## src/rtl/seq_alu_unit_if.sv

```systemverilog
// seq_alu_unit_if
//   Request/response bundle for seq_alu_unit.
//   master : drives start, ALUOp, funct3, funct7b5, funct7b0, opb5, a, b;
//            observes busy, done, result, zero.
//   slave  : the ALU side of the same signals.
interface seq_alu_unit_if #(
  parameter int WIDTH = 32
);
  logic             start;
  logic [1:0]       ALUOp;
  logic [2:0]       funct3;
  logic             funct7b5;
  logic             funct7b0;
  logic             opb5;
  logic [WIDTH-1:0] a;
  logic [WIDTH-1:0] b;
  logic             busy;
  logic             done;
  logic [WIDTH-1:0] result;
  logic             zero;

  modport master (
    output start, ALUOp, funct3, funct7b5, funct7b0, opb5, a, b,
    input  busy, done, result, zero
  );

  modport slave (
    input  start, ALUOp, funct3, funct7b5, funct7b0, opb5, a, b,
    output busy, done, result, zero
  );
endinterface

```

## src/rtl/seq_alu_unit.sv

```systemverilog
// seq_alu_unit
//   Multi-cycle integer ALU. Single-cycle ops (add/sub/compare/logic and
//   zero-distance shifts) finish in one cycle; shifts walk one bit position
//   per cycle; multiply is a WIDTH-cycle shift-add. A one-cycle DONE state
//   presents done with the registered result.
//   Ports:
//     clk     : clock, rising edge
//     reset_n : asynchronous active-low reset
//     bus     : seq_alu_unit_if.slave (start/op/operands in, busy/done/result/zero out)
module seq_alu_unit #(
  parameter int WIDTH  = 32,
  parameter bit MUL_EN = 1'b1
) (
  input  logic          clk,
  input  logic          reset_n,
  seq_alu_unit_if.slave bus
);

  localparam int SHW  = $clog2(WIDTH);
  localparam int CNTW = SHW + 1;

  localparam logic [CNTW-1:0]  CNT_ONE  = CNTW'(1);
  localparam logic [CNTW-1:0]  CNT_FULL = CNTW'(WIDTH);
  localparam logic [WIDTH-1:0] ZERO_W   = {WIDTH{1'b0}};

  localparam logic [1:0] ST_IDLE  = 2'd0;
  localparam logic [1:0] ST_SHIFT = 2'd1;
  localparam logic [1:0] ST_MUL   = 2'd2;
  localparam logic [1:0] ST_DONE  = 2'd3;

  localparam logic [3:0] OP_ADD  = 4'd0;
  localparam logic [3:0] OP_SUB  = 4'd1;
  localparam logic [3:0] OP_SLL  = 4'd2;
  localparam logic [3:0] OP_SLT  = 4'd3;
  localparam logic [3:0] OP_SLTU = 4'd4;
  localparam logic [3:0] OP_XOR  = 4'd5;
  localparam logic [3:0] OP_SRL  = 4'd6;
  localparam logic [3:0] OP_SRA  = 4'd7;
  localparam logic [3:0] OP_OR   = 4'd8;
  localparam logic [3:0] OP_AND  = 4'd9;
  localparam logic [3:0] OP_MUL  = 4'd10;

  // Map ALUOp/funct fields to an internal op code.
  function automatic logic [3:0] decode_op(
    input logic [1:0] alu_op,
    input logic [2:0] f3,
    input logic       f7b5,
    input logic       f7b0,
    input logic       ob5
  );
    logic [3:0] op;
    op = OP_ADD;
    case (alu_op)
      2'b00: op = OP_ADD;
      2'b01: op = OP_SUB;
      2'b10: begin
        case (f3)
          3'b000: begin
            if (MUL_EN && ob5 && f7b0) op = OP_MUL;
            else if (ob5 && f7b5)      op = OP_SUB;
            else                       op = OP_ADD;
          end
          3'b001: op = OP_SLL;
          3'b010: op = OP_SLT;
          3'b011: op = OP_SLTU;
          3'b100: op = OP_XOR;
          3'b101: op = f7b5 ? OP_SRA : OP_SRL;
          3'b110: op = OP_OR;
          3'b111: op = OP_AND;
          default: op = OP_ADD;
        endcase
      end
      default: op = OP_ADD;
    endcase
    return op;
  endfunction

  // Result of every op that completes in the start cycle. Shifts only reach
  // here with a zero distance, but the full shift is kept for clarity.
  function automatic logic [WIDTH-1:0] alu_single(
    input logic [3:0]       op,
    input logic [WIDTH-1:0] x,
    input logic [WIDTH-1:0] y
  );
    logic [WIDTH-1:0] r;
    logic [SHW-1:0]   sh;
    sh = y[SHW-1:0];
    r  = ZERO_W;
    case (op)
      OP_ADD:  r = x + y;
      OP_SUB:  r = x - y;
      OP_SLL:  r = x << sh;
      OP_SRL:  r = x >> sh;
      OP_SRA:  r = $signed(x) >>> sh;
      OP_SLT:  r = {{(WIDTH-1){1'b0}}, ($signed(x) < $signed(y))};
      OP_SLTU: r = {{(WIDTH-1){1'b0}}, (x < y)};
      OP_XOR:  r = x ^ y;
      OP_OR:   r = x | y;
      OP_AND:  r = x & y;
      default: r = x + y;
    endcase
    return r;
  endfunction

  logic [1:0]       state_r;
  logic [1:0]       state_nxt_s;
  logic [3:0]       op_r;
  logic [WIDTH-1:0] a_r;
  logic [WIDTH-1:0] b_r;
  logic [WIDTH-1:0] acc_r;
  logic [CNTW-1:0]  cnt_r;
  logic [WIDTH-1:0] result_r;
  logic             zero_r;
  logic             busy_r;
  logic             done_r;

  logic [3:0]       op_dec_s;
  logic [SHW-1:0]   shamt_s;
  logic             is_shift_s;
  logic [WIDTH-1:0] single_res_s;
  logic [WIDTH-1:0] shift_step_s;
  logic [WIDTH-1:0] mul_acc_nxt_s;

  assign op_dec_s     = decode_op(bus.ALUOp, bus.funct3, bus.funct7b5, bus.funct7b0, bus.opb5);
  assign shamt_s      = bus.b[SHW-1:0];
  assign is_shift_s   = (op_dec_s == OP_SLL) || (op_dec_s == OP_SRL) || (op_dec_s == OP_SRA);
  assign single_res_s = alu_single(op_dec_s, bus.a, bus.b);
  // Add the shifted multiplicand when the current multiplier LSB is set.
  assign mul_acc_nxt_s = acc_r + (b_r[0] ? a_r : ZERO_W);

  assign bus.busy   = busy_r;
  assign bus.done   = done_r;
  assign bus.result = result_r;
  assign bus.zero   = zero_r;

  // One-bit shift step for the iterative shifter; sra refills with the sign bit.
  always_comb begin
    shift_step_s = a_r;
    case (op_r)
      OP_SLL:  shift_step_s = {a_r[WIDTH-2:0], 1'b0};
      OP_SRL:  shift_step_s = {1'b0, a_r[WIDTH-1:1]};
      OP_SRA:  shift_step_s = {a_r[WIDTH-1], a_r[WIDTH-1:1]};
      default: shift_step_s = a_r;
    endcase
  end

  // Next-state decode.
  always_comb begin
    state_nxt_s = state_r;
    case (state_r)
      ST_IDLE: begin
        if (bus.start) begin
          if (is_shift_s && (shamt_s != {SHW{1'b0}})) state_nxt_s = ST_SHIFT;
          else if (op_dec_s == OP_MUL)                 state_nxt_s = ST_MUL;
          else                                         state_nxt_s = ST_DONE;
        end else begin
          state_nxt_s = ST_IDLE;
        end
      end
      ST_SHIFT: begin
        if (cnt_r == CNT_ONE) state_nxt_s = ST_DONE;
        else                  state_nxt_s = ST_SHIFT;
      end
      ST_MUL: begin
        if (cnt_r == CNT_ONE) state_nxt_s = ST_DONE;
        else                  state_nxt_s = ST_MUL;
      end
      ST_DONE: state_nxt_s = ST_IDLE;
      default: state_nxt_s = ST_IDLE;
    endcase
  end

  // State, operand latches, iteration datapath and registered outputs.
  always_ff @(posedge clk or negedge reset_n) begin
    if (!reset_n) begin
      state_r  <= ST_IDLE;
      op_r     <= OP_ADD;
      a_r      <= ZERO_W;
      b_r      <= ZERO_W;
      acc_r    <= ZERO_W;
      cnt_r    <= {CNTW{1'b0}};
      result_r <= ZERO_W;
      zero_r   <= 1'b1;
      busy_r   <= 1'b0;
      done_r   <= 1'b0;
    end else begin
      state_r <= state_nxt_s;
      busy_r  <= (state_nxt_s != ST_IDLE);
      done_r  <= (state_nxt_s == ST_DONE);
      case (state_r)
        ST_IDLE: begin
          if (bus.start) begin
            op_r  <= op_dec_s;
            a_r   <= bus.a;
            b_r   <= bus.b;
            acc_r <= ZERO_W;
            cnt_r <= (op_dec_s == OP_MUL) ? CNT_FULL : {1'b0, shamt_s};
            if (state_nxt_s == ST_DONE) begin
              result_r <= single_res_s;
              zero_r   <= (single_res_s == ZERO_W);
            end
          end
        end
        ST_SHIFT: begin
          a_r   <= shift_step_s;
          cnt_r <= cnt_r - CNT_ONE;
          if (cnt_r == CNT_ONE) begin
            result_r <= shift_step_s;
            zero_r   <= (shift_step_s == ZERO_W);
          end
        end
        ST_MUL: begin
          acc_r <= mul_acc_nxt_s;
          a_r   <= {a_r[WIDTH-2:0], 1'b0};
          b_r   <= {1'b0, b_r[WIDTH-1:1]};
          cnt_r <= cnt_r - CNT_ONE;
          if (cnt_r == CNT_ONE) begin
            result_r <= mul_acc_nxt_s;
            zero_r   <= (mul_acc_nxt_s == ZERO_W);
          end
        end
        ST_DONE: begin
          op_r <= op_r;
        end
        default: begin
          op_r <= op_r;
        end
      endcase
    end
  end

endmodule

```

## src/flat_wrapper.sv

```systemverilog
// flat-port wrapper written by rule: the top's interface ports become plain ports
module seq_alu_unit_flat 
#(
  parameter int WIDTH  = 32,
  parameter bit MUL_EN = 1'b1
)
  (clk, reset_n, bus_start, bus_ALUOp, bus_funct3, bus_funct7b5, bus_funct7b0, bus_opb5, bus_a, bus_b, bus_busy, bus_done, bus_result, bus_zero);
  seq_alu_unit_if #(.WIDTH(WIDTH)) bus_i ();
  input  logic clk;
  input  logic reset_n;
  input wire logic [$bits(bus_i.start)-1:0] bus_start;
  input wire logic [$bits(bus_i.ALUOp)-1:0] bus_ALUOp;
  input wire logic [$bits(bus_i.funct3)-1:0] bus_funct3;
  input wire logic [$bits(bus_i.funct7b5)-1:0] bus_funct7b5;
  input wire logic [$bits(bus_i.funct7b0)-1:0] bus_funct7b0;
  input wire logic [$bits(bus_i.opb5)-1:0] bus_opb5;
  input wire logic [$bits(bus_i.a)-1:0] bus_a;
  input wire logic [$bits(bus_i.b)-1:0] bus_b;
  output wire logic [$bits(bus_i.busy)-1:0] bus_busy;
  output wire logic [$bits(bus_i.done)-1:0] bus_done;
  output wire logic [$bits(bus_i.result)-1:0] bus_result;
  output wire logic [$bits(bus_i.zero)-1:0] bus_zero;
  assign bus_i.start = bus_start;
  assign bus_i.ALUOp = bus_ALUOp;
  assign bus_i.funct3 = bus_funct3;
  assign bus_i.funct7b5 = bus_funct7b5;
  assign bus_i.funct7b0 = bus_funct7b0;
  assign bus_i.opb5 = bus_opb5;
  assign bus_i.a = bus_a;
  assign bus_i.b = bus_b;
  assign bus_busy = bus_i.busy;
  assign bus_done = bus_i.done;
  assign bus_result = bus_i.result;
  assign bus_zero = bus_i.zero;
  seq_alu_unit #(.WIDTH(WIDTH), .MUL_EN(MUL_EN)) u_core (.clk(clk), .reset_n(reset_n), .bus(bus_i));
endmodule
```

## config.mk

```make
export PLATFORM = sky130hd
export DESIGN_NAME = seq_alu_unit_flat
export DESIGN_NICKNAME = d
export VERILOG_FILES = /design/src/rtl/seq_alu_unit_if.sv /design/src/rtl/seq_alu_unit.sv /design/src/flat_wrapper.sv
export SDC_FILE = /design/constraint.sdc
export NUM_CORES = 1
export LEC_CHECK = 0
export CORE_AREA = 4 4 159 238
export DETAILED_ROUTE_END_ITERATION = 6
export DIE_AREA = 0 0 163 242
export GPL_TIMING_DRIVEN = 0
export MAX_ROUTING_LAYER = met4
export PLACE_DENSITY = 0.77
export SLEW_MARGIN = 15
export SYNTH_ARGS = -nofsm -noshare
export SYNTH_HDL_FRONTEND = slang
export SYNTH_SLANG_ARGS = --single-unit
```

## constraint.sdc

```tcl
create_clock -name clk -period 4.6 [get_ports clk]
set_clock_uncertainty 0.15 [all_clocks]
set_input_delay 0.46 -clock clk [delete_from_list [all_inputs] [get_ports clk]]
set_output_delay 0.46 -clock clk [all_outputs]
set_load 0.05 [all_outputs]
```

==> impl_metrics.yaml, run 1 <==
global_routing:
  grt_max_degree: 93
  grt_pass1_wl_um: 174000
  overflow: 10
  track_usage_pct: 60.5
  grt_pass1_vias: 26100
synthesis:
  synth_nets: 2823
  synth_seq_cells: 143
  netlist_top_cells_area: "dfrtp_1, ha_1, nand2_1, mux4_2, o21ai_0"
  synthFlopType: "dfrtp_1"
  synth-seq-area-share_pct: 18.4
  synth.largest_area_cell: "dfrtp_1"
  synth_cell_types: 101
  netlist.area_leader.share_pct: 18.2
  synth-edff-count: 0
  avgSynthCellArea_um2: 7.48
  ys_async_sr_fraction_pct: 100
  synth_area_mm2: 0.0195
  yosysWarnings: 0
  synth_cells: 2609
placed_design:
  dpl.hpwl_um: 86600
  dp.cells: 3196
  numPortBuffers: 107
  gp_congestion: 1.35
die:
  start_util_pct: 54.6
  dieHeight_um: 242
  io_pins: 110
  rows: 85
  die_w_um: 163
outcome:
  error_line: "[ERROR GRT-0116] Global routing finished with congestion. Check the congestion regions in the DRC Viewer."
  lastStage: "5_1_grt"
  status: "aborted with a tool error"
cts:
  cts_buffers: 17
  clock_sinks: 143
  h-tree-depth: 4
  root_buffer: "clkbuf_16"
  ctsLongestPathBuffers: 2
routing by layer:
layer  track usage, %  GRT overflow
met1             60.3             0
met2             83.5             1
met3             30.7             0
met4             57.7             9
met5                -             -
through the flow:
stage / worst slack [ns] / instance area [um^2]
after floorplan: -0.0628 / 19600
after global placement: -3.13 / 21300
after detailed placement: -3.09 / 21400
after CTS: -0.619 / 22900
synthesized netlist by cell type (26+ instances only):
cell type  instances
a211oi_1          35
a21o_1            36
a21oi_1          204
a221oi_1          46
a22o_1            34
a22oi_1           39
and2_1            60
buf_2             26
clkbuf_1         163
dfrtp_1          142
ha_1             136
inv_1            110
mux2_2            30
mux2i_1           73
mux4_2            52
nand2_1          347
nand3_1           41
nor2_1           202
nor3_1            52
o211ai_1          28
o21ai_0          220
o31ai_1           29
cells by family after synthesis:
| kind of cell | count (synthesis) | share of synthesized area (%) |
|---|---|---|
| simple gates | 876 | 21.0 |
| mux | 171 | 12.4 |
| compound gates | 913 | 31.0 |
| fa+ha+maj | 139 | 9.03 |
| flops | 143 | 18.4 |
| xor+xnor | 33 | 1.48 |
| buf+inv | 334 | 6.69 |
what timing repair did:
item,in CTS
setup buffers,27
hold buffers,1
hold endpoints to repair,50
gates cloned,0
resized for setup,211
endpoints found under the setup margin,35
pin swaps,24
==> run 2, diff against run 1 <==
--- a/config.mk
+++ b/config.mk
@@ -5,12 +5,11 @@
 export SDC_FILE = /design/constraint.sdc
 export NUM_CORES = 1
 export LEC_CHECK = 0
-export CORE_AREA = 4 4 159 238
+export CORE_AREA = 4 4 226 228
 export DETAILED_ROUTE_END_ITERATION = 6
-export DIE_AREA = 0 0 163 242
+export DIE_AREA = 0 0 230 232
 export GPL_TIMING_DRIVEN = 0
-export MAX_ROUTING_LAYER = met4
-export PLACE_DENSITY = 0.77
+export PLACE_DENSITY_LB_ADDON = 0.15
 export SLEW_MARGIN = 15
 export SYNTH_ARGS = -nofsm -noshare
 export SYNTH_HDL_FRONTEND = slang
==> constraint.sdc (replaced) <==
create_clock -name clk -period 6 [get_ports clk]
set_clock_uncertainty 0.15 [all_clocks]
set_input_delay 0.6 -clock clk [delete_from_list [all_inputs] [get_ports clk]]
set_output_delay 0.6 -clock clk [all_outputs]
set_load 0.05 [all_outputs]
==> run 2 against run 1 <==
Effect of this change:
- the flow now finishes, with violations (negative setup slack)
- synthesized cell count did not move
- area after synthesis did not move
==> impl_metrics.yaml, run 2 <==
die:
  io_pins: 110
  dieHeight_um: 232
  start_util_pct: 39.9
  die_w_um: 230
  rows: 81
  core_mm2: 0.0488
  die_area_mm2: 0.0534
sta:
  post-route-period-util_pct: 103
  layout_min_cycle_time_ns: 6.20
  relSlewSlack_pct: 13.4
  tightest_slew_ns: 1.29
  setup_slack_ns: -0.203
  max_clock_freq_mhz: 161
  rsz0062_at_grt: "yes"
  hold_violations: 0
  tns_ns: -0.317
  whs_ns: 0.332
  setup_viol: 3
  final-max-slew-violation-count: 0
min_path:
  hold_class: "reg2reg"
  hold_path_depth: 2
routing:
  viasPerCell: 6.97
  vias: 23900
  drc: 0
  drtAntennaViolNets: 0
  wl_per_cell_um: 35.7
  drt-total-wl_um: 122000
  dr.pass1.iters: 7
  drtIter0Drc: 3528
cells_and_area:
  fillers: 5037
  utilization_pct: 46.1
  drive_above_1_share_pct: 9.57
  syn_to_final_growth_pct: 15.6
  layout_common_cells: "nand2_1, o21ai_0, nor2_1, a21oi_1"
  mostFrequentLayoutCell: "nand2_1"
  nNetsFinal: 2961
synthesis:
  avgSynthCellArea_um2: 7.48
  synth-seq-area-share_pct: 18.4
  synth_cells: 2609
  ys_async_sr_fraction_pct: 100
  synth-simple-area-share_pct: 21.0
  synthFlopType: "dfrtp_1"
  synth_area_mm2: 0.0195
  synth_nets: 2823
  netlist_top_cells_area: "dfrtp_1, ha_1, nand2_1, mux4_2, o21ai_0"
  synth.largest_area_cell: "dfrtp_1"
  synth_fa_ha_area_share_pct: 9.03
  synth_xor_area_share_pct: 1.48
  synth-edff-count: 0
  synth_top_family_by_area: "compound AO/OA/AOI/OAI gates"
  yosysWarnings: 0
  synth_common_cells: "nand2_1, o21ai_0, a21oi_1"
  netlist.area_leader.share_pct: 18.2
  synth_cell_types: 101
  yosysMostFrequentCell: "nand2_1"
  muxShareOfSynthArea_pct: 12.4
  synth-compound-area-share_pct: 31.0
  synth_seq_cells: 143
setup_path:
  worst-r2r-cell-count: 14
  cp.required_ns: 6.29
  start_kind: "input pin"
  critical_path_class: "in2reg"
  cp_max_fo: 10
  end_kind: "flop"
  arrival_ns: 6.49
global_routing:
  grt_pass1_vias: 22800
  antenna_found_initial: 4
  grt_pass1_wl_um: 170000
  grt_max_degree: 81
  track_usage_pct: 44.4
  overflow: 0
placed_design:
  dpl.hpwl_um: 97300
  numPortBuffers: 107
  gp_congestion: 1.14
power:
  ir_worst_vdd_v: 0.000262
  powerDensity_mw_per_mm2: 396
  p_total_mw: 8.92
  leakagePower_nw: 9.25
cts:
  cts_tree: "built"
  clock_sinks: 143
  h-tree-depth: 4
  clock_latency_ns: 0.50
  ctsLongestPathBuffers: 2
  root_buffer: "clkbuf_16"
  cts.clk_slew.worst_paths_ns: 0.08
  cts_buffers: 17
job:
  drv_cap: 0
outcome:
  violations: "negative setup slack"
  status: "complete, but fails checks"
[run 2: cell counts after synthesis]
No cell type changed its count.
[run 2: cell families (layout without fill, tap and decap cells)]
kind of cell | after synthesis | after routing
AOI/OAI and AO/OA | 913 | 913
and+or+nand+nor | 876 | 876
buffers and inverters | 334 | 485
muxes | 171 | 171
DFF | 143 | 143
adders and majority gates | 139 | 139
xor gates and xnor gates | 33 | 33
other | 0 | 1
[run 2: final cells by class]
type	count	area [um^2]	area share (%)
clock inverter	15	181	0.805
multi-input combinational	2132	14900	66.1
sequential	143	3580	15.9
buffer	214	927	4.11
antenna	1	2.50	0.0111
tap	664	831	3.69
timing repair buffer	123	1250	5.53
clock buffer	17	425	1.89
inverter	116	435	1.93
[run 2: repair_timing]
| action | CTS | global route |
|---|---|---|
| endpoints found under the setup margin | 30 | 10 |
| buffers inserted | 7 | 4 |
| pin swaps | 8 | 3 |
| hold endpoints to repair | 62 | 0 |
| hold buffers | 1 | 0 |
| resized for setup | 86 | 20 |
[run 2: worst paths after layout]
kind | to | startpoint | slack, ns
worst max-delay path | u_core.bus.zero$_DFFE_PN1P_ | bus_b[1] | -0.20
worst min-delay path | u_core.bus.result[27]$_DFFE_PN0P_ | u_core.bus.result[27]$_DFFE_PN0P_ | 0.33
worst max register to register | u_core.bus.zero$_DFFE_PN1P_ | u_core.b_r[0]$_DFFE_PN0P_ | 0.10
worst min register to register | u_core.bus.result[27]$_DFFE_PN0P_ | u_core.bus.result[27]$_DFFE_PN0P_ | 0.33
max in group asynchronous | u_core.b_r[4]$_DFFE_PN0P_ | reset_n | 4.38
min in group asynchronous | u_core.bus.busy$_DFF_PN0_ | reset_n | 0.49
[run 2: critical path, cell delays in order]
cell,delay [ns]
clkdlybuf4s50_1,0.52
buf_2,0.28
buf_4,0.28
buf_4,0.25
buf_2,0.34
buf_2,0.42
buf_2,0.38
mux4_2,0.46
mux2_2,0.34
a221oi_1,0.60
o2111a_1,0.30
a32oi_1,0.23
a21oi_1,0.41
nand2_1,0.11
nor3_1,0.17
nand3b_1,0.10
or4_1,0.53
o21ai_2,0.14
[run 2: metal layers]
layer | GRT usage [%] | share of wire (%)
met5 | 0 | 0.013
met4 | 34.7 | 10
met3 | 13.1 | 11
met2 | 68.1 | 43
met1 | 51.9 | 36
[run 2: report_power, final]
group | switching (mW) | internal, mW | total (mW)
clock | 0.572 | 0.565 | 1.14
combinational | 4.16 | 1.80 | 5.96
sequential | 0.436 | 1.39 | 1.83
[run 2: per-stage QoR]
step / std cells / cell area, um^2 / setup slack [ns]
finish: 3425 / 22500 / -0.203
global route: 3424 / 22500 / -0.175
CTS: 3421 / 22400 / 0.0189
detailed placement: 3384 / 21500 / -4.22
global placement: 3380 / 21400 / -4.28
floorplan: 2609 / 19500 / 0.0543
Note: power is estimated with default switching activity, not from simulation.
==> run 3, diff against run 2 <==
==> constraint.sdc (replaced) <==
create_clock -name clk -period 6 [get_ports clk]
set_clock_uncertainty 0.15 [all_clocks]
set_input_delay 1.2 -clock clk [delete_from_list [all_inputs] [get_ports clk]]
set_output_delay 1.2 -clock clk [all_outputs]
set_load 0.05 [all_outputs]
==> run 3 against run 2 <==
Effect of this change:
- the flow finishes with violations (design-rule violations, negative setup slack)
- wire length is 3.2% higher
- core utilization is 1.3 points higher
- sequential share of layout area is 0.43 points lower
- sequential power hardly changed
- setup slack better by 0.13 ns
- critical path type unchanged
- largest cell class unchanged
- highest routed layer unchanged
==> impl_metrics.yaml, run 3 (same netlist as run 2, synthesis figures left out) <==
cts:
  clock_sinks: 143
  cts_buffers: 17
  cts_tree: "built"
  cts_hold_buffers: 0
  ctsLongestPathBuffers: 2
  h-tree-depth: 4
  cts.clk_slew.worst_paths_ns: 0.08
  root_buffer: "clkbuf_16"
  clock_latency_ns: 0.51
global_routing:
  grt_pass1_wl_um: 175000
  overflow: 0
  track_usage_pct: 45.8
  grt_pass1_vias: 23000
  grt_max_degree: 82
  antenna_found_initial: 3
job:
  drv_cap: 0
outcome:
  status: "complete, but fails checks"
  violations: "design-rule violations, negative setup slack"
sta:
  tightest_slew_ns: 1.42
  tns_ns: -0.0700
  layout_min_cycle_time_ns: 6.07
  relSlewSlack_pct: 4.81
  post-route-period-util_pct: 101
  setup_slack_ns: -0.0700
  setup_viol: 1
  final-max-slew-violation-count: 0
  max_clock_freq_mhz: 165
  hold_violations: 0
die:
  dieHeight_um: 232
  die_area_mm2: 0.0534
  start_util_pct: 39.9
  core_mm2: 0.0488
  io_pins: 110
  die_w_um: 230
  rows: 81
setup_path:
  critPathSlowestCell: "a221oi_1"
  critical_path_class: "in2reg"
  cp_cell_sequence: "clkbuf_4 -> buf_6 -> inv_2 -> buf_2 -> buf_2 -> clkbuf_4 -> clkbuf_4 -> ha_1 -> nor2b_4 -> a222oi_1 -> buf_4 -> buf_4 -> a21o_1 -> o21ai_0 -> nor3_1 -> a221oi_1 -> a21oi_2 -> nand2_1 -> nor3_1 -> nand3b_1 -> or4_1 -> o21ai_2"
  cp_max_fo: 11
  r2r_start: "u_core.b_r[0]$_DFFE_PN0P_"
  r2r_slack_ns: 0.06
  setup.worst_path.start: "bus_b[0]"
  cp.required_ns: 6.29
  worst-r2r-cell-count: 14
  cp_num_cells: 22
  slowest_delay_ns: 0.60
  cpLargestDelayFamily: "buffers and inverters"
  arrival_ns: 6.36
  end_kind: "flop"
  critPathBufInv: 9
  path_common_cell: "clkbuf_4"
  r2r-end: "u_core.bus.zero$_DFFE_PN1P_"
  start_kind: "input pin"
routing:
  drc: 3
  wl_met1_um: 45200
  drt-total-wl_um: 126000
  wl_met3_um: 14600
  top_layer_used: "met5"
  drtIter0Drc: 3860
  dr.pass1.iters: 7
  drtAntennaViolNets: 0
  viasPerCell: 7.00
  dr_wl_met2_um: 53300
  wl_per_cell_um: 36.6
  vias: 24100
power:
  power_frac_seq_pct: 20.5
  pwr-share-clk_pct: 12.8
  powerDensity_mw_per_mm2: 392
  comb_power_share_pct: 66.7
  p_switching_mw: 5.27
  swShare_pct: 58.1
  leakagePower_nw: 9.54
  power.internal_mw: 3.80
  ir_worst_vdd_v: 0.000270
cells_and_area:
  syn_to_final_growth_pct: 18.7
  layout_common_cells: "nand2_1, o21ai_0, nor2_1, a21oi_1, dfrtp_1"
  mostFrequentLayoutCell: "nand2_1"
  utilization_pct: 47.4
  fillers: 4893
  drive_above_1_share_pct: 12.9
  nNetsFinal: 2977
min_path:
  hold_class: "reg2reg"
  hold_path_depth: 2
  hp-start: "u_core.b_r[8]$_DFFE_PN0P_"
  holdPathEnd: "u_core.b_r[8]$_DFFE_PN0P_"
placed_design:
  dpl.hpwl_um: 98700
  numPortBuffers: 107
  gp_congestion: 1.16
run 3: cell count changes in the layout (fill, tap and decap cells not counted), sizes merged:
cell           previous run  this run
buf                      70        83
clkbuf                  177       182
clkdlybuf4s15             2         3
clkdlybuf4s50           103        98
clkinv                    6         8
clkinvlp                  0         2
diode                     1         4
dlygate4sd2               0         1
dlygate4sd3               1         0
dlymetal6s2s              1         3
inv                     125       121
run 3: worst max path at each step:
stage / to
3_5_place_dp: u_core.bus.zero$_DFFE_PN1P_
3_3_place_gp: u_core.bus.zero$_DFFE_PN1P_
5_1_grt: u_core.bus.zero$_DFFE_PN1P_
6_report: u_core.bus.zero$_DFFE_PN1P_
4_1_cts: u_core.bus.zero$_DFFE_PN1P_
2_1_floorplan: u_core.bus.zero$_DFFE_PN1P_
run 3: cell type report:
cell class	count	area, um^2	area share, %
Antenna cell	4	10.0	0.0432
Buffer	211	1090	4.70
Clock buffer	17	425	1.84
Clock inverter	15	186	0.805
Inverter	116	445	1.92
Multi-Input combinational cell	2132	15200	65.7
Sequential cell	143	3580	15.5
Tap cell	664	831	3.59
Timing Repair Buffer	142	1380	5.94
run 3: worst reg2reg max path: cells and delay by family (launching register included):
kind                       cells  cell delay, ns
AOI/OAI and AO/OA              5            2.05
buffers and inverters          1            0.48
DFF                            1            0.49
xor gates and xnor gates       1            0.25
and+or+nand+nor                6            2.23
adders and majority gates      1            0.25
run 3: power groups by stage:
stage / clock network (mW) / registers [mW] / logic (mW)
floorplan: 0 / 2.02 / 3.10
global placement: 0 / 1.84 / 5.51
detailed placement: 0 / 1.85 / 5.61
CTS: 1.17 / 1.84 / 5.72
global route: 1.21 / 1.90 / 6.30
finish: 1.16 / 1.86 / 6.05
run 3: metal layers:
metal,up-vias,global-route usage (%)
li1,10000,-
met1,11700,54.2
met2,1894,69.2
met3,540,13.8
met4,2,36.0
met5,-,0
run 3: repair_timing:
item / in CTS / in global routing
resized for setup: 172 / 91
setup buffers: 17 / 14
cloned: 0 / 0
endpoints found under the setup margin: 32 / 6
pin swaps: 15 / 17
run 3: stage by stage:
step / hold slack (ns) / setup WS (ns) / area (um^2) / power [mW] / std cells
5_1_grt: 0.354 / -0.00475 / 23200 / 9.40 / 3441
4_1_cts: 0.335 / 0.00278 / 22800 / 8.73 / 3429
3_3_place_gp: 0.312 / -3.69 / 21400 / 7.34 / 3380
6_report: 0.331 / -0.0700 / 23200 / 9.07 / 3444
3_5_place_dp: 0.319 / -3.65 / 21500 / 7.46 / 3384
2_1_floorplan: 0.291 / 0.0108 / 19500 / 5.12 / 2609
